===== config.mk =====
export PLATFORM = sky130hd
export DESIGN_NAME = bubble_sort
export DESIGN_NICKNAME = d
export VERILOG_FILES = /design/src/rtl/bubble_sort.sv
export SDC_FILE = /design/constraint.sdc
export NUM_CORES = 1
export LEC_CHECK = 0
export ABC_AREA = 1
export BUFFER_PORTS_ARGS = -buffer_cell sky130_fd_sc_hd__buf_2
export CORE_UTILIZATION = 58
export DETAILED_ROUTE_END_ITERATION = 6
export PLACE_DENSITY = 0.78
export SLEW_MARGIN = 20
export SYNTH_ARGS = -nofsm -noshare
export SYNTH_HDL_FRONTEND = slang
export SYNTH_SLANG_ARGS = --single-unit

===== constraint.sdc =====
create_clock -name clk -period 2.45 [get_ports clk]
set_input_delay 0.1225 -clock clk [delete_from_list [all_inputs] [get_ports clk]]
set_output_delay 0.1225 -clock clk [all_outputs]
set_load 0.01 [all_outputs]

===== src/rtl/bubble_sort.sv =====
// Sequential bubble sorter: one compare/swap per clock over N unsigned WIDTH-bit elements.
// Define BUBBLE_SORT_EARLY_EXIT_EN to finish after the first pass that performs no swaps.
module bubble_sort #(
    parameter int unsigned N     = 5,
    parameter int unsigned WIDTH = 8
) (
    input  logic                 clk,
    input  logic                 rst,
    input  logic                 start,
    input  logic [N*WIDTH-1:0]   in_array,
    output logic                 busy,
    output logic                 done,
    output logic [N*WIDTH-1:0]   out_array
);

    localparam int unsigned IDX_W = (N > 2) ? $clog2(N) : 1;
    // Index of the last pass, which is also the last j of pass 0.
    localparam logic [IDX_W-1:0] LAST_IDX = IDX_W'((N >= 2) ? N - 2 : 0);

    localparam logic STATE_IDLE = 1'b0;
    localparam logic STATE_SORT = 1'b1;

    logic               state_q, state_d;
    logic [N*WIDTH-1:0] work_q, work_d;
    logic [N*WIDTH-1:0] out_q, out_d;
    logic [IDX_W-1:0]   j_q, j_d;
    logic [IDX_W-1:0]   pass_q, pass_d;
    logic               done_q, done_d;

    logic [N*WIDTH-1:0] cmp_work;
    logic               cmp_swap;
    logic               pass_end;
    logic               last_pass;
    logic               finish;

    // Compare/swap the pair selected by j; equal values are never swapped.
    always_comb begin
        cmp_work = work_q;
        cmp_swap = 1'b0;
        for (int i = 0; i < int'(N) - 1; i++) begin
            if (j_q == IDX_W'(i) &&
                work_q[i*WIDTH +: WIDTH] > work_q[(i+1)*WIDTH +: WIDTH]) begin
                cmp_work[i*WIDTH +: WIDTH]     = work_q[(i+1)*WIDTH +: WIDTH];
                cmp_work[(i+1)*WIDTH +: WIDTH] = work_q[i*WIDTH +: WIDTH];
                cmp_swap                       = 1'b1;
            end
        end
    end

    assign pass_end  = (j_q == LAST_IDX - pass_q);
    assign last_pass = (pass_q == LAST_IDX);

`ifdef BUBBLE_SORT_EARLY_EXIT_EN
    logic swapped_pass_q;

    always_ff @(posedge clk) begin
        if (rst) begin
            swapped_pass_q <= 1'b0;
        end else if (state_q == STATE_IDLE || pass_end) begin
            swapped_pass_q <= 1'b0;
        end else begin
            swapped_pass_q <= swapped_pass_q | cmp_swap;
        end
    end

    assign finish = pass_end && (last_pass || !(swapped_pass_q || cmp_swap));
`else
    assign finish = pass_end && last_pass;
`endif

    always_comb begin
        state_d = state_q;
        work_d  = work_q;
        out_d   = out_q;
        j_d     = j_q;
        pass_d  = pass_q;
        done_d  = 1'b0;
        case (state_q)
            STATE_IDLE: begin
                if (start) begin
                    work_d  = in_array;
                    j_d     = '0;
                    pass_d  = '0;
                    state_d = STATE_SORT;
                end
            end
            STATE_SORT: begin
                work_d = cmp_work;
                if (finish) begin
                    out_d   = cmp_work;
                    done_d  = 1'b1;
                    state_d = STATE_IDLE;
                end else if (pass_end) begin
                    j_d    = '0;
                    pass_d = pass_q + 1'b1;
                end else begin
                    j_d = j_q + 1'b1;
                end
            end
            default: state_d = STATE_IDLE;
        endcase
    end

    always_ff @(posedge clk) begin
        if (rst) begin
            state_q <= STATE_IDLE;
            work_q  <= '0;
            out_q   <= '0;
            j_q     <= '0;
            pass_q  <= '0;
            done_q  <= 1'b0;
        end else begin
            state_q <= state_d;
            work_q  <= work_d;
            out_q   <= out_d;
            j_q     <= j_d;
            pass_q  <= pass_d;
            done_q  <= done_d;
        end
    end

    assign busy      = (state_q == STATE_SORT);
    assign done      = done_q;
    assign out_array = out_q;

    assert property (@(posedge clk) disable iff (rst) !(done && busy));

endmodule


# [Word level (Yosys, flattened, before mapping)]
# Cells that the tools add are included.
[word_totals] output_inout_bits=42 reg_bits=88 wordCells=49
[classes] n_addsub=3 n_bitwise=1 mux=17 n_lt_le_gt_ge=4 n_eq_ne=8 n_reduce_logical=10
[ops] cell="case mux 40 bit (2 select lines)" n=1
[ops] cell="two-way mux 16 bit" n=4
[ops] cell="two-way mux 40 bit" n=1
[ops] cell="greater-than comparator 8 bit" n=4
[ops] cell="two-way mux 3 bit" n=5
[ops] cell="case mux 3 bit (2 select lines)" n=2
[ops] cell="== test 3 x 2 -> 1 bit (second input constant)" n=3
[ops] cell="adder 3 x 1 -> 3 bit (second input constant)" n=2
[ops] cell="logical AND 1 bit" n=5
[ops] cell="inequality test 2 bit (second input constant)" n=2
[ops] cell="AND reduction 2 bit" n=2
[ops] cell="== test 3 x 1 -> 1 bit (second input constant)" n=1
[ops] cell="== test 3 bit" n=1
[ops] cell="logical NOT 3 bit" n=1
[ops] cell="two-way mux 1 bit" n=3
[ops] cell="AND reduction 3 bit" n=1
[ops] cell="subtractor 2 x 3 -> 3 bit (first input constant)" n=1
[ops] cell="inequality test 2 x 1 -> 1 bit (second input constant)" n=1
[ops] cell="case mux 1 bit (2 select lines)" n=1
[ops] cell="OR reduction 2 bit" n=1
[ops] cell="NOT 1 bit" n=1

# [Depth between registers and ports, before layout]
# Gate-level depths: netlist of run 1.
[logic_depth] ltp_word=7 depth_mapped=17 depth_no_buf=16

# [Worst setup path after synthesis of run 1]
# No wires, ideal clock.
[synth_path] path_kind="register -> register" start="register work_q[15]" end="register out_q[13] (netlist: out_array[13])" t_arrival_ns=1.677 slack_ns=0.664 path_stages_with_launch=15 path_cell_list="dfxtp_1 -> inv_1 -> ha_1 -> nand2_1 -> nor2_4 -> nand2_1 -> nand2_2 -> nand2_4 -> clkbuf_8 -> nand2_1 -> nand3_1 -> nand2_1 -> nand2_1 -> nand2_1 -> inv_1"
[synth_via] elab_chain_cells=4 elab_cells_between_ends=6 cone_classes="order compare: 2; mux: 2; reduce/logical: 2"
[synth_rtl] element="start, declared" line="24" rtl="logic [N*WIDTH-1:0] work_q, work_d;"
[synth_rtl] element="start signal, assigned" line="114" rtl="work_q <= work_d;"
[synth_rtl] element="greater-than comparator 8 bit" line="42" rtl="work_q[i*WIDTH +: WIDTH] > work_q[(i+1)*WIDTH +: WIDTH]) begin"
[synth_rtl] element="logical AND 1 bit" line="41" rtl="if (j_q == IDX_W'(i) &&"
[synth_rtl] element="two-way mux 16 bit" line="41"
[synth_rtl] element="two-way mux 16 bit *" line="41"
[synth_rtl] element="end signal, assigned" line="115" rtl="out_q <= out_d;"
[synth_rtl] element="end, declared" line="25" rtl="logic [N*WIDTH-1:0] out_q, out_d;"
# Every way passes the cells marked *; elsewhere a longest branch is shown, timed or not.
# A chain may end at the register's enable or synchronous reset.

# [Final worst setup path of run 1]
[layout_path] start="register work_q[24]" end="register out_q[28] (netlist: out_array[28])"
# The elaborated chain is that of the path after synthesis.

==> impl_summary.md, run 1 <==
Status
The run finished with clean final reports.

Floorplan
Measured along the x axis, the die boundary spans 101 um. The core region area is 0.00937 mm^2. The I/O pin total is 85. The die outline area is roughly 0.010 mm^2. The chip height is 101 um. The initial core utilization is between 60% and 70%.

In this run the core area contains 35 standard-cell rows.

Worst setup path
The maximum fanout along the worst path is 25. The worst setup path category is register to register. Data on the critical path is required at its endpoint by 2.72 ns. Data on the critical path arrives at its endpoint at 2.45 ns. STA classifies the critical path startpoint as a register. STA classifies the critical path endpoint as a register.

STA
The achievable clock frequency is 0.459 GHz. The part of the cycle the worst path needs is 89.0%. The number of failing setup endpoints in the final timing report is 0.

The final setup TNS is 0 ns. Setup repair after global routing left no endpoint under its margin. Clock skew on the completed layout was measured at 0.0110 ns. The final critical-path required period is approximately 2.2 ns. The total count of hold-check failures in the final report is 0. The number of max-slew violations in the final report came to 0.

The worst pin sits at a relative slew slack of roughly 65%. At the pin with the least slew margin, the transition time is 0.520 ns.

CTS
The clock tree from TritonCTS is built. Clock-pin slew was measured on the worst setup and hold paths at 0.09 ns. The clock reaches the later pin of the worst-skew pair after 0.36 ns.

The number of gates given a new drive strength after cts is 0. The clock sink total is 88. The clock root buffer is clkbuf_8.

The CTS buffer count is 9. The number of setup buffers added after CTS is 0. The clock tree buffer depth is 2.

In this run the number of H-tree levels came out at 3. In this run, post-CTS hold repair placed 0 buffers.

Synthesis
The largest total area in the synthesized netlist belongs to dfxtp_1. Summing the areas of all and, or, nand and nor instances in the mapped netlist gives 27.8% of the synthesized area. Yosys attributes the largest share of cell area to dfxtp_1 (31%), nand2_1 (16%), inv_1 (11%), a21oi_1 (8.4%), ha_1 (8.4%).

The share of the yosys chip area belonging to registers is 31.0%. The mux contribution to synthesized area is 0%. Yosys printed 0 warnings. The most repeated cell in the gate-level netlist after synthesis is nand2_1.

The share of flip-flops with an asynchronous set or reset after synthesis is 0%. The synthesized area per cell is 6.52 um^2. The cell area that synthesis handed to floorplanning was 0.00569 mm^2. The adder and majority gate portion of the synthesized area is approximately 8.4%. The total nets after synthesis is 954. The main combinational cell family by area after synthesis is simple AND/OR/NAND/NOR gates.

The post-synthesis compound-gate area fraction is 16.2%. Among all flip-flop cells after synthesis, the most frequent one is dfxtp_1. Counting instances in the post-synthesis netlist gives the leading cell types as nand2_1 (247), inv_1 (172), a21oi_1 (95), dfxtp_1 (88), nand3_1 (72).

The post-synthesis xor/xnor area fraction is 0.462%. The post-synthesis cell type count is 31. The number of flops mapped to enable cells by yosys is 0. Synthesis handed over a netlist of 873 instances. The synthesized design contains 88 register bits.

The synthesized design devotes to its leading area cell type 31.0% of total area.

Cells and area
The fraction of layout instances using a drive strength above 1 is 15.6%. The antenna diode count is 0. For this run, the post-layout net count is 1024.

The core utilization of the finished layout is 67.5%. Excluding fillers, the count of instances in the completed layout stands at 1077. The area added between synthesis and finish is 11.1%.

Drt
The routed length on met2 is 6.65 mm. The detailed-route wire length on metal 1 is 6.03 mm. In this run the remaining antenna-violating nets after routing total 0. After detailed routing, the number of remaining DRC violations is 0. The post-detailed-routing wire length is between 10 and 15 mm.

The first detailed-routing pass took 5 iterations. The highest metal layer with signal wires is met4. Dividing the detail-routed wire length by the instance count gives 12.6 um.

The first routing iteration left 254 violations. The routed design uses 596 um of met3 wire. The mean number of vias per cell is 5.08. The routed layout has around 5500 vias.

Placed design
The count of port buffers added during placement is between 80 and 90. The sum of net half-perimeters after detailed placement is 10.2 mm. The global placement routability congestion is ~0.9.

The number of cells after detailed placement is ~1100.

GRT
The via count of the first global-routing pass was 5113. The overall overflow remaining after global route is 0. The first global-routing pass estimated 22.9 mm of wire.

The number of antenna violations at the first check in global routing was 0. Entering global routing, the biggest net connects 64 pins. The global-route usage over all layers is 28.3%.

Power and ir drop
Dividing total power by cell area gives a power density of 540 mW/mm^2. The worst IR drop on VDD is 365 uV. The standby leakage power is 3.20 nW.

Worst hold path
In this run the worst hold path is classified as input port to register.

Job
The total of max-cap violations is 0.
[logic make-up (layout without fill, tap and decap cells)]
kind of cell               count (synthesis)  count (layout)
AOI/OAI and AO/OA                        169             169
xor gates and xnor gates                   3               3
adders and majority gates                 38              38
and+or+nand+nor                          363             363
buffers and inverters                    212             287
DFF                                       88              88
[stage by stage]
| stage | area [um^2] | setup slack, ns | hold slack (ns) | power (mW) |
|---|---|---|---|---|
| after global placement | 6120 | 0.319 | 0.460 | 2.39 |
| final | 6320 | 0.270 | 0.0790 | 3.41 |
| after floorplan | 5690 | 0.664 | 0.343 | 2.23 |
| after global routing | 6320 | 0.0866 | 0.100 | 3.61 |
| after detailed placement | 6120 | 0.301 | 0.461 | 2.40 |
| after CTS | 6320 | 0.278 | 0.0726 | 3.43 |
[flip-flops by register name (all words and copies together) (netlist names)]
signal     flops
busy           1
done           1
j_q            3
out_array     40
pass_q         3
work_q        40
[layer usage]
layer	up-vias	global-route usage, %
met2	150	51.0
met1	2428	34.1
met3	26	3.54
met5	-	0
met4	0	10.9
li1	2863	-
[report_power, final]
| part | internal (mW) | total, mW | switching, mW |
|---|---|---|---|
| logic | 0.280 | 0.843 | 0.562 |
| registers | 1.48 | 1.54 | 0.0542 |
| clock network | 0.503 | 1.03 | 0.532 |
[path summary, 6_finish.rpt]
check,from,slack [ns],depth (start not counted),end
worst max-delay path,work_q[24],0.27,12,out_array[28]
worst max register to register,work_q[24],0.27,12,out_array[28]
worst min-delay path,in_array[5],0.08,5,work_q[5]
worst min register to register,pass_q[0],0.53,2,pass_q[0]
[layout make-up]
| class | count | area [um^2] |
|---|---|---|
| Multi-Input combinational cell | 573 | 3010 |
| Clock buffer | 12 | 145 |
| Sequential cell | 88 | 1760 |
| Tap cell | 129 | 161 |
| Fill cell | 959 | 3050 |
| Inverter | 176 | 662 |
| Timing Repair Buffer | 95 | 528 |
| Clock inverter | 4 | 53.8 |
[critical path, stage by stage, from the launching register on]
cell and delay, ns:
dfxtp_1 0.37, inv_1 0.11, ha_1 0.30, nand2_1 0.06, nor2_1 0.04, a21boi_0 0.20
nand2_2 0.31, inv_1 0.32, nand2_1 0.11, nand2_1 0.13, nand2_1 0.06, nand2_1 0.06
inv_1 0.03
[cell usage in the layout, fill, tap and decap left out, drive strengths merged]
cell	count
a21boi	1
nor2	25
nand2	255
clkinvlp	2
o21a	1
dfxtp	88
o21ai	66
nand3	83
xor2	2
inv	173
bufinv	1
clkinv	4
ha	38
a21oi	98
buf	95
xnor2	1
a21o	3
clkbuf	12
Note: power is estimated with default switching activity, not from simulation.
==> run 2, diff against run 1 <==
- ABC_AREA: 1 -> not set
- CORE_UTILIZATION: 58 -> 57
- PLACE_DENSITY: 0.78 -> 0.77
==> run 2 against run 1 <==
The flow now finishes with violations (DRC). Worst hold slack got worse by 0.011 ns. Sequential share of layout area rose by 0.45 points. Wire length up 13%. Via count shrank 6.8%. Largest cell class unchanged.
==> impl_summary.md, run 2 <==
Floorplan
The initial core utilization is 59.6%. The floorplan row count is 34. The die outline area is around 0.0096 mm^2. The overall die width is 98.0 um. The chip height is 98.0 um. The I/O pin total is 85. The core region area is about 0.0088 mm^2.

Synthesis
Summed over its instances, the top area cell type makes up 33.5% of the synthesized netlist area. Synthesis handed over a netlist of approximately 590 instances. Dividing the synthesized area by the synthesized cell count gives 8.84 um^2. Synthesis produced a netlist with a net count of 675.

Of all cell types, the one taking the most synthesized area is dfxtp_1. The number of warning messages in the yosys log is 0. Summing the sequential cell areas from Yosys gives 33.5% of the chip area. Summing the areas of all and, or, nand and nor instances in the mapped netlist gives around 17% of the synthesized area. Summing the areas of all compound-gate instances in the mapped netlist gives between 20% and 30% of the synthesized area. The main combinational cell family by area after synthesis is compound AO/OA/AOI/OAI gates. After synthesis the cells add up to between 0.005 and 0.006 mm^2. Ranked by total cell area, the synthesized netlist is headed by dfxtp_1 (34%), mux2i_1 (9.1%), ha_1 (9.1%), a211oi_1 (5.6%), or4_1 (4.7%). Counting flops and latches in the post-synthesis netlist gives about 90. After synthesis, the share of cell area in mux cells is 9.15%. After synthesis, the netlist uses 42 different library cells. The post-synthesis xor/xnor area fraction is about 1.0%. Of all flip-flops after synthesis, the portion carrying an async set or reset was 0%. The most repeated cell in the gate-level netlist after synthesis is dfxtp_1.

The number of flops mapped to enable cells by yosys is 0. Sorting the synthesized cells by how often they occur yields dfxtp_1 (88), mux2i_1 (48), o21ai_0 (45), a211oi_1 (39). After Yosys synthesis, full adders, half adders and majority gates account for a little under a tenth of the synthesized area.

The most frequently used flop master after synthesis is dfxtp_1.

CTS
Clock tree synthesis inserted a total of 9 buffers. The clock latency of the later-clocked register in the worst-skew pair is between 0.3 and 0.4 ns. Buffers inserted to repair hold after CTS numbered 0. Counting along the longest clock path gives a buffer depth of 2. Counting every sink on the clock net gives 88. The H-tree was split into 3 levels. After clock tree synthesis, the clock-pin slew on the worst setup and hold paths is 0.10 ns.

The clock root buffer is clkbuf_8. TritonCTS built the clock tree. Post-CTS timing repair inserted 0 buffers for setup.

Cells and area
For this run, the post-layout net count is 770. The filler cells instantiated in the layout total 725. The top cell types in the final layout, fill and taps aside, are dfxtp_1 (88), buf_2 (84), mux2i_1 (48), buf_4 (48), o21ai_0 (40). The area added between synthesis and finish is 18.5%. The post-route netlist has 22.9% of its cells at a drive strength greater than 1. The filler-free cell count of the finished design is 802.

The library cell used most frequently in the layout, excluding fill and tap cells, is dfxtp_1. The antenna diode count is 0. The core utilization of the finished layout is 70.7%.

Drt
The total via count after detailed routing is 5097. The number of detailed-routing iterations run before antenna repair is 7. The mean routed wirelength per cell is 19.2 um. The remaining routing DRC violations is 8. The mean number of vias per cell is 6.36. The number of DRC markers after the initial detailed-route iteration is 395. In this run the remaining antenna-violating nets after routing total 0.

For this block, the routed nets add up to 15.4 mm of wire.

STA
Of the available clock period, the critical path in the final layout requires 97.4%. The number of max-slew violations in the final report is 0. For the pin with the worst max-slew slack, the measured transition is 0.573 ns.

The total count of hold-check failures in the final report came to 0. In this run the tightest slew margin relative to its limit is a little over 60%. The clock arrives with approximately 0.011 ns of skew.

For the final routed database, the setup TNS stands at 0 ns. The achievable clock frequency is 0.419 GHz. Setup violations remaining at the end of the flow were counted as 0. In the post-route analysis, the smallest setup slack over all paths is 0.0635 ns. Setup repair after global routing could not meet its margin everywhere. The smallest clock period supported by the final layout is computed as 2.39 ns.

GRT
The number of antenna violations at the first check in global routing is 0. The via count of the first global-routing pass came to between 4000 and 5000. The overall overflow remaining after global route is 0. Global routing consumed, over all layers together, 32.7% of the routing resources. The pin count of the biggest net entering global routing is 42. The first global-routing pass estimated 24.8 mm of wire.

Power and ir drop
The analysis attributes to cell leakage a power of 2.65 nW. IR analysis of the VDD net gives a maximum drop of 319 uV. Total power for the finished layout comes to 3.65 mW. In this run the power density over the cells is 586 mW/mm^2.

Placed design
Routability-driven placement finished with a final weighted congestion of 0.978. The worst setup slack before clock tree synthesis is 0.0114 ns. The sum of net half-perimeters after detailed placement is 11.1 mm. The number of cells after detailed placement is 786. Input and output buffers added on the ports amount to 84.

Worst setup path
Along the worst path, the maximum fanout reaches 8. Data on the critical path is required at its endpoint by 2.68 ns. At the worst endpoint, the arrival time is 2.61 ns. The longest individual stage delay on the worst path is around 0.42 ns.

The largest delay contributor family on the critical path is compound AO/OA/AOI/OAI gates. The type of destination of the critical path is a register. The worst-path cell with the longest stage delay is dfxtp_1.

The worst setup path category is register to register. STA classifies the critical path startpoint as a register. The total buffers and inverters traversed by the critical path is 2. The signal on the critical path passes through inv_1, ha_1, nand4_1, o211ai_1, a21oi_2, and2_0, buf_4, o21ai_0, o221ai_1.

Status
The final reports fail on DRC. The flow ran to the end, but the final reports show violations.

Job
The tool flagged a number of max-cap violations equal to 0.

Worst hold path
The class of the most critical hold timing path is input port to register.
==> run 2: cell count changes in the layout (fill, tap and decap cells not counted), sizes merged, moves of 19 or more <==
cell / delta
nand3: -72
or4: +33
mux2i: +48
inv: -133
a211oi: +40
buf: +38
a21oi: -82
nand3b: +25
o211ai: +21
nand2: -223
o21ai: -19
==> run 2: metal layers <==
metal / track usage (%) / part of all wire [%]
met4: 14.9 / 3.6
met5: 0 / 0
met2: 54.3 / 48
met1: 41.4 / 42
met3: 5.94 / 6.7
==> run 2: cell type report <==
| cell class | count | area (um^2) | share of cell area, % |
|---|---|---|---|
| multi-input combinational | 419 | 3170 | 50.9 |
| sequential | 88 | 1760 | 28.3 |
| timing repair buffer | 133 | 801 | 12.9 |
| clock buffer | 11 | 151 | 2.43 |
| inverter | 38 | 143 | 2.29 |
| tap | 108 | 135 | 2.17 |
| clock inverter | 5 | 62.6 | 1.01 |
==> run 2: timing repair <==
action                                  CTS  global route
gates resized for setup                   1             8
pin swaps                                 0             1
endpoints found under the setup margin    4            32
cloned                                    0             0
==> run 2: worst paths after layout <==
check	start	end	slack [ns]	cells past startpoint
max	work_q[23]	work_q[17]	0.06	9
min	in_array[16]	work_q[16]	0.07	3
max reg2reg	work_q[23]	work_q[17]	0.06	9
min reg2reg	out_array[3]	out_array[3]	0.50	2
==> run 2: kinds of logic after synthesis <==
| family | after synthesis |
|---|---|
| buffers and inverters | 87 |
| flip-flops | 88 |
| multiplexers | 48 |
| AND/OR/NAND/NOR | 156 |
| AO/OA/AOI/OAI | 171 |
| adder cells (fa/ha/maj) | 38 |
| XOR/XNOR | 6 |
==> run 2: stage by stage <==
step                instance area [um^2]  hold WS (ns)
finish                              6220        0.0678
global route                        6220        0.0764
CTS                                 6210        0.0592
detailed placement                  5990         0.444
global placement                    5990         0.438
floorplan                           5250         0.285
==> run 2: power breakdown <==
| part | total [mW] | internal [mW] | switching (mW) | leakage, nW |
|---|---|---|---|---|
| combinational | 0.970 | 0.413 | 0.556 | 1.83 |
| clock | 1.12 | 0.535 | 0.582 | 0.103 |
| sequential | 1.56 | 1.49 | 0.0655 | 0.717 |
==> run 2: worst reg2reg max path: cells and delay by family (launching register included) <==
kind,cells,cell delay [ns]
adders and majority gates,1,0.36
AOI/OAI and AO/OA,4,0.80
buffers and inverters,2,0.31
and+or+nand+nor,2,0.36
DFF,1,0.42
==> run 3, diff against run 2 <==
- CELL_PAD_IN_SITES_DETAIL_PLACEMENT: not set -> 1
- CELL_PAD_IN_SITES_GLOBAL_PLACEMENT: not set -> 2
- CORE_UTILIZATION: 57 -> 35
- PLACE_DENSITY: 0.77 -> 0.78
==> run 3 against run 2 <==
The run now ends clean. Count of clock-buffer cells in the layout up 1. Sequential cell count unchanged. Global-route usage down 9.0 points. Clock skew about the same. Combinational power up 5%. Fmax up 0.39%. Non-clock buffer count down 6. Power up 10%. Final area up 3.4%. Sequential power about the same. Largest cell class unchanged.
==> impl_summary.md, run 3 (synthesized netlist as in run 2, its figures left out) <==
Worst setup path
The critical path arrival is 2.58 ns. In this run the worst path has a maximum fanout of 8. The total buffers and inverters traversed by the critical path is 2. The internal reg-to-reg setup slack is 0.07 ns. The largest delay contributor family on the critical path is compound AO/OA/AOI/OAI gates.

In this run the critical register-to-register path is captured at work_q[16]. For the worst setup path, the data required time is 2.65 ns. The worst-path cell with the longest stage delay is dfxtp_1. The longest individual stage delay on the worst path is 0.45 ns. The number of cells on the worst reg-to-reg path is 9. The startpoint kind of the worst setup timing path is a register. The critical path is of the register to register type. The source of the worst register-to-register timing path is work_q[22].

The signal on the critical path passes through inv_1, ha_1, nand4_1, o211ai_1, a21oi_4, and2_0, buf_4, o21ai_2, o221ai_1. STA classifies the critical path endpoint as a register.

CTS
The clock tree synthesis step divided the H-tree into 3 levels. The number of hold buffers added after cts is 0. Buffers inserted during clock tree synthesis total 9. The clock root buffer is clkbuf_16.

Clock tree synthesis found a total of 88 sinks. Clock latency on the worst-skew pair, taken at its later pin, is 0.36 ns. The clock passes through at most 2 buffers. After clock tree synthesis, the clock-pin slew on the worst setup and hold paths is 0.07 ns. The clock tree from TritonCTS is built.

Cells and area
The post-layout net count is 764. Excluding fillers, the count of instances in the completed layout stands at 871. The area added between synthesis and finish is 22.5%.

At the end of the flow the core is filled with cells to 44.1%. The number of antenna diodes in the final layout is 0. The library cell used most frequently in the layout, excluding fill and tap cells, is dfxtp_1. The filler cell count is ~1700. In the layout the commonest cells are dfxtp_1 (87), buf_2 (84), mux2i_1 (45). The fraction of layout instances using a drive strength above 1 is a little under a quarter.

Drt
The number of DRC markers after the initial detailed-route iteration is around 220. The remaining antenna violation count after routing is 0. The final layout contains routed wiring with a total length of 18.2 mm. The mean number of vias per cell is 5.77. Summing over every cut layer, the via total after detailed routing is between 5000 and 6000. The remaining routing DRC violations is 0.

The mean routed wirelength per cell is 20.9 um. The number of detailed-routing iterations run before antenna repair is 4.

Worst hold path
The path with the worst hold slack has its endpoint at work_q[9]. The path class of the tightest hold or removal check is input port to register. The launch point of the worst hold path is in_array[9]. Counting instances, the worst hold path has a depth of 3.

GRT
met2 is the most crowded layer. The pin count of the biggest net entering global routing is 54. The via count of the first global-routing pass is 5311. The number of antenna violations at the first check in global routing is 0.

Global routing used around two fifths of the available met2 tracks. The first global-routing pass estimated 28.7 mm of wire. In the global route stage, met1 resource usage came out at 28.5%. For this run, the total global-route usage over all layers was measured as 23.7%. The overall overflow remaining after global route is 0.

The met3 capacity usage during global routing is under 10%.

STA
Headroom to the max-slew limit came out at 61.1%. Setup repair after global routing could not meet its margin everywhere. The worst path in the final design needs a cycle of 2.38 ns, including I/O delays and setup. The part of the cycle the worst path needs is 97.0%. Derived from the worst setup path, the maximum achievable clock frequency is 0.421 GHz. The total count of hold-check failures in the final report is 0. For the pin with the worst max-slew slack, the measured transition is roughly 0.6 ns.

The number of failing setup endpoints in the final timing report is 0. The clock arrives with approximately 0.012 ns of skew. The number of max-slew violations in the final report came to 0.

Power and ir drop
The part of the power in the clock network is 35.4%. The analysis attributes to net switching a power of 1.27 mW. The switching part of the total power is 31.6%. Internal power comes to 2.75 mW. The power density normalized to cell area is 624 mW/mm^2.

The power share of the combinational group is between 20% and 30%. For this design the static power due to leakage is 2.67 nW. Per report_power, the sequential group accounts for 39.2% of the total. VDD sags by at most about 390 uV.

Placed design
The congestion estimate from routability-driven global placement came to 0.914. The HPWL after detailed placement is approximately 13 mm. The count of buffers added on input and output ports is 84. Counting tap cells, the placed design contains a total of between 800 and 900 instances.

Floorplan
For this configuration, the core starts out at a cell density of 36.0%. After floorplanning, the core was sized to cover 0.0146 mm^2. The overall die width is 124 um. The floorplan row count is 44. Measured along the y axis, the die boundary spans 124 um. Pin placement for this block handled 85 I/O pins. The floorplan step defined a die boundary enclosing 0.0155 mm^2.

Job
Max-cap violations in this run came to 0.

Status
The flow ran to the end, and the final reports show no timing, DRC or antenna violations.
[run 3: cell count changes in the layout (fill, tap and decap cells not counted), sizes merged]
cell      delta
buf          -6
inv          -2
clkbuf       +1
clkinv       +1
clkinvlp     -1
[run 3: worst max-delay path by stage]
stage                          start             to  slack, ns  cells after the start
after floorplan           work_q[27]  out_array[16]       0.10                     11
final                     work_q[22]     work_q[16]       0.07                      9
after global routing      work_q[22]     work_q[16]      -0.02                      9
after CTS                 work_q[23]  out_array[11]     -0.003                      8
after detailed placement  work_q[27]     work_q[16]      -0.21                      8
after global placement    work_q[27]     work_q[16]      -0.01                      8
[run 3: layout make-up]
type	count	area, um^2	area share [%]
Tap cell	184	230	3.58
Inverter	38	143	2.22
Clock buffer	12	246	3.83
Clock inverter	3	42.5	0.661
Timing Repair Buffer	127	768	11.9
Multi-Input combinational cell	419	3240	50.4
Sequential cell	88	1760	27.4
[run 3: tightest hold or removal path, cell delays in order]
cell and delay, ns:
buf_2 0.08, mux2i_1 0.06, o221ai_1 0.15
[run 3: through the flow]
step | setup TNS, ns | hold WS, ns | setup slack, ns | total power, mW | cell area [um^2]
after CTS | -0.00330 | 0.0892 | -0.00283 | 3.98 | 6320
after global placement | -0.0758 | 0.446 | -0.0139 | 2.51 | 6020
after global routing | -0.0533 | 0.113 | -0.0192 | 4.19 | 6430
after floorplan | 0 | 0.285 | 0.103 | 2.19 | 5250
after detailed placement | -2.43 | 0.451 | -0.211 | 2.55 | 6020
final | 0 | 0.0968 | 0.0728 | 4.01 | 6430
[run 3: per-layer routing]
layer / part of all wire (%) / routed length (um)
met1: 44 / 7960
met2: 50 / 9120
met3: 3.6 / 662
met4: 2.6 / 479
met5: 0 / 0
[run 3: repair_timing]
item,CTS,global route
setup endpoints to repair,24,40
setup buffers,0,4
pin swaps,0,7
resized for setup,4,27
[run 3: power by group through the flow]
stage	logic, mW	clock network (mW)	registers (mW)
finish	1.02	1.42	1.57
global route	1.11	1.51	1.58
CTS	0.958	1.46	1.57
detailed placement	0.948	0	1.60
global placement	0.917	0	1.60
floorplan	0.608	0	1.58
